==> config.mk <==
export PLATFORM = sky130hd
export DESIGN_NAME = result_bcd_painter
export DESIGN_NICKNAME = d
export VERILOG_FILES = /design/src/rtl/calc_vga_pkg.sv /design/src/rtl/bcd_dabble_step.sv /design/src/rtl/result_bcd_painter.sv
export SDC_FILE = /design/constraint.sdc
export NUM_CORES = 1
export LEC_CHECK = 0
export ABC_AREA = 1
export BUFFER_PORTS_ARGS = -buffer_cell sky130_fd_sc_hd__clkbuf_2
export CORE_MARGIN = 5
export CORE_UTILIZATION = 30
export DETAILED_ROUTE_END_ITERATION = 10
export HOLD_SLACK_MARGIN = 0.15
export SYNTH_ARGS = -nofsm -noshare
export SYNTH_HDL_FRONTEND = slang
export SYNTH_SLANG_ARGS = --single-unit
==> constraint.sdc <==
create_clock -name clk -period 4.1 [get_ports clk]
set_input_delay 0.41 -clock clk [delete_from_list [all_inputs] [get_ports clk]]
set_output_delay 0.41 -clock clk [all_outputs]
set_load 0.01 [all_outputs]
==> src/rtl/calc_vga_pkg.sv <==
// Shared definitions for the calculator VGA painters: glyph codes, colours
// and the result converter state encoding.
package calc_vga_pkg;

    localparam logic [3:0] GLYPH_DASH  = 4'hA;
    localparam logic [3:0] GLYPH_BLANK = 4'hF;

    localparam logic [7:0] COLOR_WHITE = 8'b11111111;
    localparam logic [7:0] COLOR_GRAY  = 8'b10010010;
    localparam logic [7:0] COLOR_BLUE  = 8'b00000011;
    localparam logic [7:0] COLOR_BLACK = 8'b00000000;

    typedef enum logic [1:0] {
        ST_IDLE,
        ST_SHIFT,
        ST_COMMIT
    } painter_state_t;

endpackage

==> src/rtl/bcd_dabble_step.sv <==
// One double-dabble iteration: add-3 correction on every BCD digit, then a
// one-bit left shift bringing bit_in in at the bottom.
module bcd_dabble_step #(
    parameter int NUM_DIGITS = 10
) (
    input  logic [4*NUM_DIGITS-1:0] bcd_in,
    input  logic                    bit_in,
    output logic [4*NUM_DIGITS-1:0] bcd_out,
    output logic                    carry_out
);

    logic [4*NUM_DIGITS-1:0] adj;

    generate
        for (genvar gi = 0; gi < NUM_DIGITS; gi++) begin : g_digit
            logic [3:0] d;
            assign d = bcd_in[4*gi +: 4];
            assign adj[4*gi +: 4] = (d >= 4'd5) ? d + 4'd3 : d;
        end
    endgenerate

    // carry_out is the bit leaving the most significant digit
    assign {carry_out, bcd_out} = {adj, bit_in};

endmodule

==> src/rtl/result_bcd_painter.sv <==
// Signed decimal result field: sequential binary-to-BCD conversion into a
// double-buffered digit store, painted from the hpos/vpos pixel counters.
module result_bcd_painter
    import calc_vga_pkg::*;
#(
    parameter int          WIDTH      = 32,
    parameter int          NUM_DIGITS = 10,
    parameter int          X0         = 260,
    parameter int          Y0         = 172,
    parameter int          PITCH      = 16,
    parameter logic [7:0]  FG         = COLOR_BLACK,
    parameter logic [7:0]  BG         = COLOR_GRAY
) (
    input  logic             clk,
    input  logic             reset,
    input  logic             load,
    input  logic             res_sign,
    input  logic [WIDTH-1:0] res_mag,
    input  logic [9:0]       hpos,
    input  logic [8:0]       vpos,
    input  logic [4:0]       glyph_bits,
    output logic [3:0]       glyph_code,
    output logic [2:0]       glyph_row,
    output logic             busy,
    output logic             ready,
    output logic             overflow,
    output logic             in_field,
    output logic [7:0]       rgb
);

    localparam int BW = 4 * NUM_DIGITS;
    localparam int CW = $clog2(WIDTH + 1);

    painter_state_t  state_reg, state_next;
    logic [WIDTH-1:0] shreg_reg;
    logic [BW-1:0]    bcd_reg;
    logic [CW-1:0]    cnt_reg;
    logic             sign_reg, wovf_reg;
    logic [3:0]       disp_reg [NUM_DIGITS];
    logic             disp_sign_reg;
    logic             busy_reg, ready_reg, ovf_reg;

    logic [BW-1:0]    bcd_step;
    logic             carry_step;
    logic [3:0]       commit_digit [NUM_DIGITS];
    logic             mag_nonzero;

    bcd_dabble_step #(.NUM_DIGITS(NUM_DIGITS)) u_step (
        .bcd_in    (bcd_reg),
        .bit_in    (shreg_reg[WIDTH-1]),
        .bcd_out   (bcd_step),
        .carry_out (carry_step)
    );

    always_comb begin
        state_next = state_reg;
        case (state_reg)
            ST_IDLE:   if (load) state_next = ST_SHIFT;
            ST_SHIFT:  if (!load && cnt_reg == CW'(1)) state_next = ST_COMMIT;
            ST_COMMIT: state_next = ST_IDLE;
            default:   state_next = ST_IDLE;
        endcase
    end

    // Leading-zero suppression; the last digit always survives so 0 shows as "0"
    always_comb begin
        logic seen;
        seen        = 1'b0;
        mag_nonzero = 1'b0;
        for (int i = 0; i < NUM_DIGITS; i++) begin
            commit_digit[i] = bcd_reg[4*(NUM_DIGITS-1-i) +: 4];
            if (commit_digit[i] != 4'd0) mag_nonzero = 1'b1;
            if (commit_digit[i] != 4'd0 || i == NUM_DIGITS - 1) seen = 1'b1;
            if (wovf_reg)   commit_digit[i] = GLYPH_DASH;
            else if (!seen) commit_digit[i] = GLYPH_BLANK;
        end
    end

    always_ff @(posedge clk or posedge reset) begin
        if (reset) begin
            state_reg     <= ST_IDLE;
            shreg_reg     <= '0;
            bcd_reg       <= '1;
            cnt_reg       <= '0;
            sign_reg      <= 1'b0;
            wovf_reg      <= 1'b0;
            disp_sign_reg <= 1'b0;
            busy_reg      <= 1'b0;
            ready_reg     <= 1'b0;
            ovf_reg       <= 1'b0;
            for (int i = 0; i < NUM_DIGITS; i++) disp_reg[i] <= GLYPH_BLANK;
        end else begin
            state_reg <= state_next;
            if (state_reg != ST_COMMIT && load) begin
                // a load mid-conversion restarts with the newest operands
                shreg_reg <= res_mag;
                sign_reg  <= res_sign;
                bcd_reg   <= '0;
                wovf_reg  <= 1'b0;
                cnt_reg   <= CW'(WIDTH);
                busy_reg  <= 1'b1;
            end else if (state_reg == ST_SHIFT) begin
                bcd_reg   <= bcd_step;
                shreg_reg <= shreg_reg << 1;
                cnt_reg   <= cnt_reg - CW'(1);
                if (carry_step) wovf_reg <= 1'b1;
            end else if (state_reg == ST_COMMIT) begin
                for (int i = 0; i < NUM_DIGITS; i++) disp_reg[i] <= commit_digit[i];
                disp_sign_reg <= sign_reg && mag_nonzero && !wovf_reg;
                ovf_reg       <= wovf_reg;
                ready_reg     <= 1'b1;
                busy_reg      <= 1'b0;
            end
        end
    end

    assign busy     = busy_reg;
    assign ready    = ready_reg;
    assign overflow = ovf_reg;

    always_comb begin
        int   hx, vy, off;
        logic lit;
        hx         = int'(hpos);
        vy         = int'(vpos);
        off        = 0;
        lit        = 1'b0;
        in_field   = 1'b0;
        glyph_code = GLYPH_BLANK;
        glyph_row  = 3'd0;
        if (vy >= Y0 && vy < Y0 + 12) begin
            if (hx >= X0 - 10 && hx < X0 - 4) begin
                in_field   = 1'b1;
                glyph_row  = 3'((vy - Y0) / 2);
                glyph_code = disp_sign_reg ? GLYPH_DASH : GLYPH_BLANK;
                lit        = disp_sign_reg && vy >= Y0 + 4 && vy < Y0 + 6;
            end
            for (int i = 0; i < NUM_DIGITS; i++) begin
                if (hx >= X0 + PITCH * i && hx < X0 + PITCH * (i + 1)) begin
                    in_field   = 1'b1;
                    off        = hx - (X0 + PITCH * i);
                    glyph_code = disp_reg[i];
                    glyph_row  = 3'((vy - Y0) / 2);
                    // the inter-digit gap is background; blank never takes ink
                    if (off < 10 && disp_reg[i] != GLYPH_BLANK)
                        lit = glyph_bits[3'(off / 2)];
                end
            end
        end
        rgb = lit ? FG : BG;
    end

endmodule

Word level (Yosys, flattened, before mapping)
Index checks and enable logic that the tools add are counted.

$add $sub $neg: 33. $mul: 0. Div/mod/pow operators: 0. $lt $le $gt $ge: 56. Equal/unequal tests: 17. Shifts and indexed selects: 0. Muxes and demuxes: 148. Bitwise logic cells: 13. Reductions and logical operators: 48.

Operators by type and width (number): 2-to-1 mux 4 bit (40); less-than comparator 10 x 9 -> 1 bit, second input constant (11); less-than comparator 11 x 5 -> 1 bit, second input constant (10); subtractor 10 x 9 -> 11 bit, second input constant (10); greater-or-equal comparator 10 x 9 -> 1 bit, second input constant (10); 2-to-1 mux 40 bit (2); 2-to-1 mux 1 bit (74); 2-to-1 mux 32 bit (2); less-than comparator 3 x 5 -> 1 bit, second input constant (10); 2-to-1 mux 3 bit (14); adder 4 x 2 -> 4 bit, second input constant (10); greater-or-equal comparator 4 x 3 -> 1 bit, second input constant (10); != test 4 bit, second input constant (10); nonzero test 4 bit (10); adder 3 x 1 -> 3 bit (11); binary-select mux 1 bit (select 3 bit) (10); logical AND 1 bit (28); greater-or-equal comparator 9 x 8 -> 1 bit, second input constant (2); less-than comparator 9 x 8 -> 1 bit, second input constant (2); 2-to-1 mux 6 bit (2); AND 1 bit (11); greater-or-equal comparator 10 x 8 -> 1 bit, second input constant (1); subtractor 9 x 8 -> 10 bit, second input constant (1); 2-to-1 mux 8 bit (1); other kinds (13) (23).

Register bits: 126. Latch bits: 0. RAM bits: 0. ROM bits: 0. Input port bits: 60. Output and inout bits: 19. Memories: 0.

Longest topological paths before layout
Gate-level depths: netlist (run 1).

Depth after elaboration: 31. Gate-level depth with buffers: 27. Mapped depth without buffers: 26.

Modules after synthesis
Synthesis (run 1) repeated with hierarchy kept, for this count alone.

Cells, all modules: 1328. Area total of the unflattened synthesis: 9452.8 µm².

Modules (own cells, without submodules): result_bcd_painter (instances 1, cells an instance 1109, area each 8234.1 µm², sequential area each 3253.1 µm²); bcd_dabble_step (instances 1, cells an instance 219, area each 1218.7 µm², sequential area each 0.0 µm²).

Worst setup path after synthesis (run 1)
Ideal clock, no wire load.

Path type: input -> output. Start: input hpos[2]. End: output rgb[4]. Data arrival time: 2.951 ns. Required time: 3.690 ns. Setup slack: 0.739 ns. Stages on the path: 27. Path buffers: 1. Path through: inv_2 -> ha_1 -> inv_1 -> nand2_1 -> nand2_1 -> inv_1 -> o21ai_0 -> nor2_1 -> ha_1 -> ha_1 -> a21oi_1 -> o21ai_0 -> nand3_1 -> o21ai_0 -> nand3_1 -> nand2_1 -> inv_1 -> nand2_1 -> nand2_1 -> nand2_1 -> nand2_1 -> nand2_1 -> nand2_1 -> nand2_1 -> nand2_1 -> nand2_1 -> buf_4.

Cells in the longest elaborated chain, start to end: 31. Elaborated cells between the ends (all ways): 140. Those cells by class: add/sub: 20; order compare: 32; mux: 57; bitwise: 10; reduce/logical: 21.

Ends and longest elaborated chain: from (decl) (RTL line result_bcd_painter.sv:19) `input logic [9:0] hpos,`; subtractor 10 x 9 -> 11 bit (RTL line result_bcd_painter.sv:141) `off = hx - (X0 + PITCH * i);`; AND 1 bit (no source line); adder 3 x 1 -> 3 bit (no source line); binary-select mux 1 bit (select 3 bit) (RTL line result_bcd_painter.sv:146) `lit = glyph_bits[3'(off / 2)];`; 2-to-1 mux 1 bit (not written as such) (2 in series) (RTL line result_bcd_painter.sv:146); 2-to-1 mux 1 bit (RTL line result_bcd_painter.sv:145) `if (off < 10 && disp_reg[i] != GLYPH_BLANK)`; 2-to-1 mux 1 bit (RTL line result_bcd_painter.sv:139) `if (hx >= X0 + PITCH * i && hx < X0 + PITCH * (i + 1)) begin`; 2-to-1 mux 1 bit (RTL line result_bcd_painter.sv:131) `if (vy >= Y0 && vy < Y0 + 12) begin`; (+14 left out); 2-to-1 mux 1 bit (RTL line result_bcd_painter.sv:145); 2-to-1 mux 1 bit (RTL line result_bcd_painter.sv:139); 2-to-1 mux 1 bit (RTL line result_bcd_painter.sv:145); 2-to-1 mux 1 bit (RTL line result_bcd_painter.sv:139); 2-to-1 mux 1 bit (RTL line result_bcd_painter.sv:145); 2-to-1 mux 1 bit (*) (RTL line result_bcd_painter.sv:139); 2-to-1 mux 1 bit (*) (RTL line result_bcd_painter.sv:131); 2-to-1 mux 8 bit (*) (RTL line result_bcd_painter.sv:150) `rgb = lit ? FG : BG;`; to (decl) (RTL line result_bcd_painter.sv:28) `output logic [7:0] rgb`.

Every way passes the cells marked *; elsewhere a longest branch is shown, timed or not. The select of a mux whose other input is x is not followed.

Final worst setup path (run 1)
Start: input hpos[3]. End: output rgb[1].

The elaborated chain is that of the path after synthesis.

==> metrics, run 1 <==
sequential share of the synthesized area 0.354; Mean Syn Cell Area 7.47 um2; final setup violation count 0; crit end category output pin; Final ANT Viol Nets 0; synthesized cell area 9180 um2; critical path class input pin to output pin; CTS Buf Count 17; main area contributors after synthesis dfstp_2 (23%), dfrtp_1 (13%), nand2_1 (11%); fin nets 1,415; share of layout cells above drive strength 1 0.202; Die Wd 185 um; Synth Warn # 0; multi-input logic area 5020 um2; Ports 79; Routed WL 24.7 mm; Max Slew Vio Count 0; starting density of the core 0.302; post-route clock period utilization 0.885; final worst slack 0.470 ns; Clock Pin Slew Worst Setup and Hold Paths 0.06 ns; DP Wirelength 18.0 mm; Site Rows 64; EDFF count, synth 0; Via density 4.94; die area 34,200 um2; commonest non-fill, non-tap cell in the layout nand2_1; final hold vios 0; peak supply drop 0.253 mV; DR pass1 iterations 5; CTS root buffer clkbuf_16; Max Root-Sink Buffers 2; Tightest Pin Transition 0.843 ns; CTS HTree Levels 4; outcome completed; clock network latency to the later pin of the worst-skew pair 0.41 ns; minimum clock period 3.63 ns; max_cap viols 0; clk_skew 0.00741 ns; predominant post-synthesis flop cell dfstp_2; WL per Instance 14.5 um; FFs w/ async S/R, synth 1.00; port bufs 73; DIE HEIGHT 185 um; Setup Slack @ Placement 0.413 ns; CP required 3.69 ns; Pwr per Cell Area 423 nW/um2; Fill cells 3,257; register area 3250 um2; commonest cells after routing, fill and taps aside nand2_1 (257), inv_1 (169), o21ai_0 (148), nor2_1 (81), dfstp_2 (80); register bit total from synthesis 126; antenna violations before repair 0; Final Wtd Congestion 0.935; CTS tree yes; Synth cell types 63; drt drc 0; total number of vias 8,416; vias in the first global route 8,312; DRT iter0 DRCs 659; grt total ovfl 0; max_slew headroom 0.437; leading area contributor after synthesis dfstp_2; Worst Hold Class input pin to asynchronous set/reset pin; Area growth syn-to-layout 15.2%; area of the core 30,400 um2; setup TNS 0 ns; # diodes 0; global-route wire length before repair 41.7 mm; Power Total 4.47 mW; leak pwr 4.93 nW; Sinks on Clock Net 126; Mapped Cells 1,229; Worst EP arrival 3.22 ns; Peak Freq 275 MHz; largest net degree at the start of global routing 127; RSZ-0062 raised after global routing false; startpoint types input pin; Setup Fix Bufs, Post-CTS 0; Global Route Usage Sum 0.147; crit path max fanout 5; share of Yosys cell area claimed by the top area cell type 0.229
[critical path, cell delays in order]
cell and delay, ns:
clkbuf_2 0.13, inv_1 0.08, ha_1 0.24, nor2_1 0.29, inv_1 0.06, o21ai_0 0.24, nor2_1 0.07, ha_1 0.19
ha_1 0.29, inv_1 0.06, a21oi_1 0.10, o21ai_0 0.10, a31oi_1 0.22, nand3_1 0.10, nand2_1 0.08, inv_1 0.04
nand2_1 0.05, nand2_1 0.05, nand2_1 0.05, nand2_1 0.05, nand2_1 0.05, nand2_1 0.05, nand2_1 0.09, clkbuf_2 0.14
[cell usage after synthesis, types with 3 or more instances]
master	count
a21oi_1	48
a21o_1	3
ha_1	58
nor2_4	6
nor4_1	4
buf_6	3
nand4_1	16
a32oi_1	10
o211ai_1	6
o21ai_1	6
a31oi_1	12
o31ai_1	6
clkinv_1	3
xor2_1	15
xnor2_1	8
inv_1	170
nand3_1	59
a22oi_1	31
nor2_1	85
buf_4	9
dfrtp_1	46
a21oi_2	3
inv_2	16
nor3_1	7
o22ai_1	23
nand2_1	258
clkbuf_1	22
dfstp_2	80
nand2_2	11
o21ai_0	148
nand3_2	8
buf_2	5
[power breakdown]
group,internal [mW],switching [mW]
clock,0.990,0.549
combinational,0.373,0.699
sequential,1.69,0.178
total,3.05,1.43
[metal layers]
metal / vias to the layer above / track usage / wire (um) / part of all wire
li1: 4239 / - / - / -
met1: 3954 / 0.204 / 12100 / 0.49
met2: 185 / 0.233 / 11100 / 0.45
met3: 38 / 0.0283 / 1090 / 0.044
met4: 0 / 0.0429 / 478 / 0.019
met5: - / 0 / 0 / 0
[metrics by stage]
step	util	hold WS, ns	area, um2	cells
floorplan	-	0.449	9190	1233
global placement	0.327	0.456	9960	1674
detailed placement	0.327	0.466	9960	1674
CTS	0.347	0.174	10600	1705
global route	0.347	0.203	10600	1705
finish	0.347	0.138	10600	1705
[kinds of logic (layout without fill, tap and decap cells)]
group                    Yosys count  in the layout  share of synthesized area
flip-flops                       126            126                      0.354
XOR/XNOR                          23             23                     0.0220
adder cells (fa/ha/maj)           58             58                     0.0791
other                              1              5                   0.000409
AO/OA/AOI/OAI                    320            320                      0.209
multiplexers                       1              1                    0.00109
AND/OR/NAND/NOR                  469            469                      0.232
buffers and inverters            231            307                      0.102
[path summary, 6_finish.rpt]
path | startpoint | end | slack, ns | depth (start not counted)
max reg2reg | bcd_reg[33] | disp_reg[6] | 1.69 | 15
min reg2reg | disp_reg[14] | disp_reg[14] | 0.48 | 2
min in group clk | res_mag[31] | shreg_reg[31] | 0.21 | 3
max in group asynchronous | reset | overflow | 3.45 | 3
max | hpos[3] | rgb[1] | 0.47 | 24
min | reset | shreg_reg[24] | 0.14 | 3
[cell type report]
cell class                 instances  share of cell area
multi-input combinational        876               0.475
sequential                       126               0.308
inverter                         191              0.0685
clock buffer                      22              0.0478
tap                              396              0.0469
timing repair buffer              85              0.0443
clock inverter                     9             0.00994
[what timing repair did]
action                                  in CTS  in global routing
endpoints found under the setup margin       0                  3
hold buffers                                 0                  0
hold endpoints to repair                     0                  0
resized for setup                            0                  1
No activity file was read; power rests on OpenSTA's default activity.
==> run 2: changes to the inputs <==
--- a/config.mk
+++ b/config.mk
@@ -8,7 +8,7 @@
 export ABC_AREA = 1
 export BUFFER_PORTS_ARGS = -buffer_cell sky130_fd_sc_hd__clkbuf_2
 export CORE_MARGIN = 5
-export CORE_UTILIZATION = 30
+export CORE_UTILIZATION = 45
 export DETAILED_ROUTE_END_ITERATION = 10
 export HOLD_SLACK_MARGIN = 0.15
 export SYNTH_ARGS = -nofsm -noshare
==> metrics, run 2 (same netlist as run 1, synthesis figures left out) <==
outcome completed; post-route clock period utilization 0.913 (+0.0271); startpoint types input pin; Global Route Usage Sum 0.211 (+0.0640); port bufs 73 (unchanged); multi-input logic area 5020 um2 (about the same); CTS Buf Count 17 (unchanged); Pwr per Cell Area 428 nW/um2 (+1.2%); dpl cells 1,548 (-7.5%); DIE HEIGHT 153 um (-17%); CP required 3.69 ns (about the same); crit end category output pin; Via density 5.29 (+7.2%); peak supply drop 0.294 mV (+16%); drt drc 0 (unchanged); setup TNS 0 ns (unchanged); CTS resizes 0 (unchanged); Final Wtd Congestion 0.922 (-1.3%); Max Slew Vio Count 0 (unchanged); Die Wd 153 um (-17%); starting density of the core 0.455 (+0.153); CTS HTree Levels 4 (unchanged); share of layout cells above drive strength 1 0.202 (about the same); RSZ-0062 raised after global routing false; Final Cell Area 10,400 um2 (-1.6%); CTS root buffer clkbuf_16; clock network latency to the later pin of the worst-skew pair 0.42 ns (about the same); Routed WL 24.8 mm (+0.28%); global-route wire length before repair 40.6 mm (-2.4%); Worst EP arrival 3.33 ns (+0.11 ns); Sinks on Clock Net 126 (unchanged); Clock Pin Slew Worst Setup and Hold Paths 0.06 ns (about the same); DRT iter0 DRCs 569 (-14%); total number of vias 8,357 (-0.70%); Peak Freq 267 MHz (-3.0%); antenna violations before repair 0 (unchanged); critical path class input pin to output pin; Area growth syn-to-layout 13.4%; commonest cells after routing, fill and taps aside nand2_1 (258), inv_1 (169), o21ai_0 (148), nor2_1 (81), dfstp_2 (80); Tightest Pin Transition 0.834 ns (-0.00915 ns); Worst Hold Class input pin to asynchronous set/reset pin; Layout Cells excl Fill 1,580 (-7.3%); register area 3250 um2 (unchanged); max_cap viols 0 (unchanged); Fill cells 2,005 (-38%); CTS tree yes; leak pwr 4.93 nW (about the same); Ports 79 (unchanged); largest net degree at the start of global routing 67 (-47%); commonest non-fill, non-tap cell in the layout nand2_1; Final ANT Viol Nets 0 (unchanged); crit path max fanout 7 (+2); # hold bufs at CTS 0 (unchanged); clk_skew 0.00733 ns (-0.0000792 ns); final hold vios 0 (unchanged); Setup Fix Bufs, Post-CTS 0 (unchanged); vias in the first global route 8,014 (-3.6%); # diodes 0 (unchanged); grt total ovfl 0 (unchanged); max_slew headroom 0.444 (+0.00672); final setup violation count 0 (unchanged); Site Rows 52 (-19%); DR pass1 iterations 6 (+1); fin nets 1,415 (unchanged); Max Root-Sink Buffers 2 (unchanged); minimum clock period 3.74 ns (+0.111 ns); area of the core 20,200 um2 (-34%); placed cell area 9800 um2 (-1.6%); DP Wirelength 18.1 mm (+0.38%); WL per Instance 15.7 um (+8.2%); die area 23,400 um2 (-32%)
-- run 2: cell types whose count changed in the layout (fill, tap and decap cells not counted), sizes merged --
cell,before,now
clkinv,7,10
clkbuf,95,93
clkinvlp,2,1
inv,189,190
-- run 2: path summary, 6_finish.rpt --
kind,start,end,slack [ns],cells after the start
setup / recovery,hpos[3],rgb[4],0.36,28
hold / removal,reset,ready,0.13,2
max in group asynchronous,reset,bcd_reg[8],3.11,3
setup reg to reg,bcd_reg[37],disp_sign_reg,1.70,15
min in group clk,res_mag[30],shreg_reg[30],0.20,3
hold reg to reg,state_reg[1],state_reg[0],0.47,1
-- run 2: critical path, cell delays in order --
cell	delay [ns]
clkbuf_2	0.14
inv_1	0.09
ha_1	0.24
inv_1	0.14
nand2_1	0.18
nand2_1	0.13
inv_1	0.08
o21ai_0	0.22
nor2_1	0.07
ha_1	0.18
ha_1	0.31
a21oi_1	0.11
o21ai_0	0.09
nand3_1	0.06
o21ai_0	0.08
nand3_1	0.09
nand2_1	0.05
inv_1	0.05
nand2_1	0.05
nand2_1	0.05
nand2_1	0.05
nand2_1	0.05
nand2_1	0.04
nand2_1	0.05
nand2_1	0.04
nand2_1	0.05
nand2_1	0.08
clkbuf_2	0.14
-- run 2: metrics by stage --
step	util	setup slack (ns)	hold slack (ns)	total power, mW
2_1_floorplan	-	0.466	0.449	2.61
3_3_place_gp	0.486	0.460	0.458	2.93
3_5_place_dp	0.486	0.418	0.467	2.95
4_1_cts	0.516	0.400	0.170	4.49
5_1_grt	0.516	0.000586	0.208	4.75
6_report	0.516	0.359	0.132	4.45
-- run 2: final cells by class --
| class | instances | share of cell area |
|---|---|---|
| Clock buffer | 20 | 0.0449 |
| Tap cell | 270 | 0.0325 |
| Sequential cell | 126 | 0.313 |
| Timing Repair Buffer | 85 | 0.0450 |
| Inverter | 191 | 0.0696 |
| Multi-Input combinational cell | 876 | 0.482 |
| Clock inverter | 12 | 0.0130 |
-- run 2: per-layer routing --
layer	share of wire	track usage	wire length [um]	vias to the layer above
met4	0.022	0.0725	549	0
li1	-	-	-	4245
met1	0.46	0.281	11400	3871
met2	0.48	0.352	11800	199
met3	0.040	0.0331	989	42
met5	0	0	0	-
-- run 2: report_power, final --
part | switching (mW) | internal, mW
Combinational | 0.703 | 0.371
Sequential | 0.179 | 1.69
Clock | 0.569 | 0.946
